File: src/rtl/epc_stack_unit.sv
// Exception-PC stack for CP0: a DEPTH-entry LIFO of return addresses for nested exceptions.
// Hardware entry pushes, ERET pops, MTC0 overwrites the top; sticky overflow/underflow status.
module epc_stack_unit #(
  parameter int unsigned DATA_W      = 32,
  parameter int unsigned DEPTH       = 4,
  parameter int unsigned INSTR_BYTES = 4,
  parameter int unsigned CNT_W       = $clog2(DEPTH + 1)
) (
  input  logic              clk,
  input  logic              rst,
  input  logic              r_p,
  input  logic              r_h,
  input  logic              we_s,
  input  logic              we_h,
  input  logic              eret,
  input  logic              clr_err,
  input  logic              bd_p,
  input  logic [DATA_W-1:0] write_data,
  input  logic [DATA_W-1:0] pc_p,
  output logic [DATA_W-1:0] read_data,
  output logic [CNT_W-1:0]  depth,
  output logic              full,
  output logic              empty,
  output logic              ovf,
  output logic              udf
);

  logic [DATA_W-1:0] entry_q [DEPTH];
  logic [DATA_W-1:0] entry_d [DEPTH];
  logic [CNT_W-1:0]  depth_q, depth_d;
  logic              ovf_q, ovf_d;
  logic              udf_q, udf_d;
  logic [DATA_W-1:0] epc_t;
  logic              is_full, is_empty;

  assign is_full  = (depth_q == CNT_W'(DEPTH));
  assign is_empty = (depth_q == '0);

  // Delay-slot exceptions return to the branch, one instruction earlier (wraps mod 2^DATA_W).
  assign epc_t = bd_p ? (pc_p - DATA_W'(INSTR_BYTES)) : pc_p;

  always_comb begin
    for (int i = 0; i < DEPTH; i++) begin
      entry_d[i] = entry_q[i];
    end
    depth_d = depth_q;
    ovf_d   = clr_err ? 1'b0 : ovf_q;
    udf_d   = clr_err ? 1'b0 : udf_q;

    if (we_h && eret) begin
      entry_d[0] = epc_t;
      if (is_empty) begin
        depth_d = CNT_W'(1);
      end
    end else if (we_h) begin
      for (int i = DEPTH - 1; i > 0; i--) begin
        entry_d[i] = entry_q[i-1];
      end
      entry_d[0] = epc_t;
      if (is_full) begin
        ovf_d = 1'b1;
      end else begin
        depth_d = depth_q + CNT_W'(1);
      end
    end else if (eret) begin
      if (is_empty) begin
        udf_d = 1'b1;
      end else begin
        for (int i = 0; i < DEPTH - 1; i++) begin
          entry_d[i] = entry_q[i+1];
        end
        // Vacated slots are zeroed so an empty stack reads back 0.
        entry_d[DEPTH-1] = '0;
        depth_d          = depth_q - CNT_W'(1);
      end
    end else if (we_s) begin
      entry_d[0] = write_data;
      if (is_empty) begin
        depth_d = CNT_W'(1);
      end
    end
  end

  always_ff @(posedge clk or negedge rst) begin
    if (!rst) begin
      for (int i = 0; i < DEPTH; i++) begin
        entry_q[i] <= '0;
      end
      depth_q <= '0;
      ovf_q   <= 1'b0;
      udf_q   <= 1'b0;
    end else begin
      for (int i = 0; i < DEPTH; i++) begin
        entry_q[i] <= entry_d[i];
      end
      depth_q <= depth_d;
      ovf_q   <= ovf_d;
      udf_q   <= udf_d;
    end
  end

  assign read_data = (r_p || r_h) ? entry_q[0] : '0;
  assign depth     = depth_q;
  assign full      = is_full;
  assign empty     = is_empty;
  assign ovf       = ovf_q;
  assign udf       = udf_q;

endmodule

File: config.mk
export PLATFORM = sky130hd
export DESIGN_NAME = epc_stack_unit
export DESIGN_NICKNAME = d
export VERILOG_FILES = /design/src/rtl/epc_stack_unit.sv
export SDC_FILE = /design/constraint.sdc
export NUM_CORES = 1
export LEC_CHECK = 0
export BUFFER_PORTS_ARGS = -buffer_cell sky130_fd_sc_hd__clkbuf_2
export CAP_MARGIN = 20
export CORE_MARGIN = 2
export CORE_UTILIZATION = 36
export CTS_BUF_LIST = sky130_fd_sc_hd__clkbuf_16
export DETAILED_ROUTE_END_ITERATION = 12
export GPL_ROUTABILITY_DRIVEN = 0
export PLACE_DENSITY = 0.54
export SLEW_MARGIN = 20
export SYNTH_ARGS = -nofsm -noshare
export SYNTH_HDL_FRONTEND = slang
export SYNTH_SLANG_ARGS = --single-unit
File: constraint.sdc
create_clock -name clk -period 5.45 [get_ports clk]
set_input_delay 0.2725 -clock clk [delete_from_list [all_inputs] [get_ports clk]]
set_output_delay 0.2725 -clock clk [all_outputs]
set_load 0.01 [all_outputs]
==> flow_summary.json <==
{
  "diodes": 0,
  "rsz0062_at_grt": "false",
  "cp.required_ns": 5.78,
  "area_growth_pct": 19.22,
  "min_period_ns": 2.715,
  "grt_use_total": 0.1993,
  "powerDensity_nw_per_um2": 431.1,
  "crit_path_end": "entry_q[117]",
  "drive_gt1_frac": 0.2012,
  "yosys.area.top_type": "dfrtp_1",
  "p_int_mw": 2.486,
  "sw_frac_of_total": 0.3271,
  "ir_drop_v": 0.0002242,
  "rows": 51,
  "slowest_stage": "nand2_1",
  "worstReg2RegEnd": "entry_q[117]",
  "worst_slack_ns": 2.735,
  "relSlewSlack": 0.2724,
  "ys_warn_count": 0,
  "endpoint_kind": "flop",
  "clkLatencyLatePin_ns": 0.42,
  "synth_area_sq_um": 7188,
  "cp_num_cells": 6,
  "max_freq_mhz": 368.3,
  "route.vias.total": 5980,
  "post-route-period-util": 0.4982,
  "synthDistinctLibCells": 56,
  "hold_slack_ns": 0.05977,
  "hold_path.class": "primary input to flop",
  "clkTransAtPathRegs_ns": 0.06,
  "rr_startpoint": "depth[1]",
  "worst-slew-pin-transition_ns": 1.089,
  "cts_sinks": 133,
  "syn_nets": 809,
  "critPathKind": "primary input to flop",
  "power_frac_comb": 0.253,
  "viasPerCell": 5.486,
  "final_util": 0.4389,
  "cts_max_level": 4,
  "outcome": "finished, final reports clean",
  "clock_path_buffers": 2,
  "setup-violations-final": 0,
  "path_max_fanout": 24,
  "syn_avg_cell_area_sq_um": 9.820,
  "fillCellCount": 1939,
  "startpoint_type": "primary input",
  "synth_area_leaders": "dfrtp_1 46%, mux2i_1 14%, a21oi_1 6.3%, nor2_1 4.0%, a22o_1 3.9%",
  "synth_flop_cell": "dfrtp_1",
  "finalHoldViolCount": 0,
  "grt_max_degree": 129,
  "wl_per_cell_microns": 19.31,
  "root_buffer": "clkbuf_16",
  "tns_ns": 0,
  "layout_common_cells": "133 x dfrtp_1, 109 x clkbuf_2, 97 x mux2i_1",
  "p_sw_mw": 1.208,
  "ys_seq_elements": 133,
  "async_flop_share": 1.000,
  "grt_pass1_vias": 5943,
  "dieHeight_microns": 145.3,
  "cts_buffers": 17,
  "cts_tree": "yes",
  "dr.pass1.iters": 7,
  "io-pin-count": 112,
  "nets": 890,
  "drv_slew": 0,
  "preCtsSetupSlack_ns": 2.270,
  "max_stage_delay_ns": 0.84,
  "initial_core_util": 0.3681,
  "dp_hpwl_microns": 14150,
  "grt_overflow": 0,
  "critPathArrivalTime_ns": 3.05,
  "core_area_sq_um": 19530,
  "synthCells": 732,
  "grt_pass1_wl_microns": 33350,
  "layout_commonest_cell": "dfrtp_1",
  "rrSetupSlack_ns": 2.84,
  "leakage_nw": 3.824,
  "p_seq_frac": 0.423,
  "crit_chain": "clkbuf_2, buf_4, nand3b_1, nand2_1, a211oi_1, a31oi_1",
  "synth_edf_count": 0,
  "dieArea_sq_um": 21110,
  "maxCapViolCount": 0,
  "clock_skew_ns": 0.005830,
  "yosysTopAreaCellShare": 0.4630,
  "wirelength_microns": 21050,
  "die_x_microns": 145.3,
  "placed_cell_area_sq_um": 7890,
  "crit_family": "simple AND/OR/NAND/NOR gates",
  "seq_area_frac_synth": 0.4630,
  "startpoint": "eret",
  "p_clk_frac": 0.324,
  "port_buffers": 111,
  "design_area_sq_um": 8569,
  "post_cts_buffers": 0,
  "r2r_cells": 6,
  "crit_buf_inv": 2,
  "antenna_found_initial": 0,
  "antenna_left": 0,
  "first_iter_violations": 397,
  "drc_errors": 0
}
==> synth_stat cells (all sizes together), types with 6 or more instances <==
master,number
nor3,32
mux2i,97
nand2,14
o21ai,8
inv,11
xor2,11
a21oi,90
a31oi,10
nor2b,35
or4,11
o211ai,6
nor2,76
clkbuf,50
o31ai,7
or3,6
a22o,32
nand3,17
a211oi,20
dfrtp,133
buf,8
==> worst min-delay path by stage <==
| stage | endpoint | depth (start not counted) | slack, ns | start |
|---|---|---|---|---|
| after floorplan | depth[0] | 0 | -0.02 | rst |
| after global placement | ovf | 2 | 0.47 | clr_err |
| after detailed placement | udf | 2 | 0.48 | clr_err |
| after CTS | udf | 2 | 0.04 | clr_err |
| after global routing | entry_q[97] | 3 | 0.05 | pc_p[1] |
| final | udf | 2 | 0.06 | clr_err |
==> worst reg2reg max path, cell delays in order (launching register included) <==
cell	delay (ns)
dfrtp_1	0.44
inv_1	0.11
ha_1	0.30
nand3b_1	0.36
nand2_1	0.67
a211oi_1	0.49
a31oi_1	0.08
==> registers in the layout (all words and copies together), names as in the netlist <==
signal,count
udf,1
ovf,1
depth,3
entry_q,128
==> through the flow <==
stage | power (mW) | instances
after global routing | 3.918 | 1090
after CTS | 3.713 | 1087
after global placement | 2.444 | 1056
after detailed placement | 2.502 | 1056
final | 3.694 | 1090
after floorplan | 2.160 | 732
==> cells by family after synthesis <==
group           count (synthesis)  share of synthesized area
compound gates                193                     0.1751
xor+xnor                       13                    0.01584
fa+ha+maj                       4                   0.006963
buf+inv                        70                    0.04265
flops                         133                     0.4630
mux                            97                     0.1351
simple gates                  222                     0.1614
==> cell type report <==
class                   instances  area, sq um  share of cell area
clock buffers                  17        425.4             0.04964
clock inverters                14        187.7             0.02190
inverters                      11        41.29            0.004818
multi-input cells             529         3586              0.4185
flip-flops and latches        133         3328              0.3884
well taps                     265        331.6             0.03869
repair buffers                121        669.4             0.07811
==> power by group through the flow <==
| stage | combinational, mW | sequential [mW] | clock [mW] |
|---|---|---|---|
| finish | 0.934 | 1.56 | 1.20 |
| global route | 1.04 | 1.61 | 1.26 |
| detailed placement | 0.926 | 1.58 | 0 |
| floorplan | 0.670 | 1.49 | 0 |
| CTS | 0.931 | 1.56 | 1.22 |
| global placement | 0.889 | 1.55 | 0 |
==> routing by layer <==
metal / global-route usage / wire length (microns) / part of all wire / vias to the layer above
li1: - / - / - / 2845
met1: 0.2757 / 9669 / 0.46 / 2961
met2: 0.3185 / 10150 / 0.48 / 160
met3: 0.04843 / 1057 / 0.050 / 14
met4: 0.04412 / 176 / 0.0084 / 0
met5: 0 / 0 / 0 / -
==> timing repair <==
action | 4_1_cts | 5_1_grt
hold buffers | 0 | 1
resized for setup | 0 | 0
endpoints found under the hold margin | 0 | 78
setup endpoints to repair | 0 | 0
Note: power is estimated with default switching activity, not from simulation.
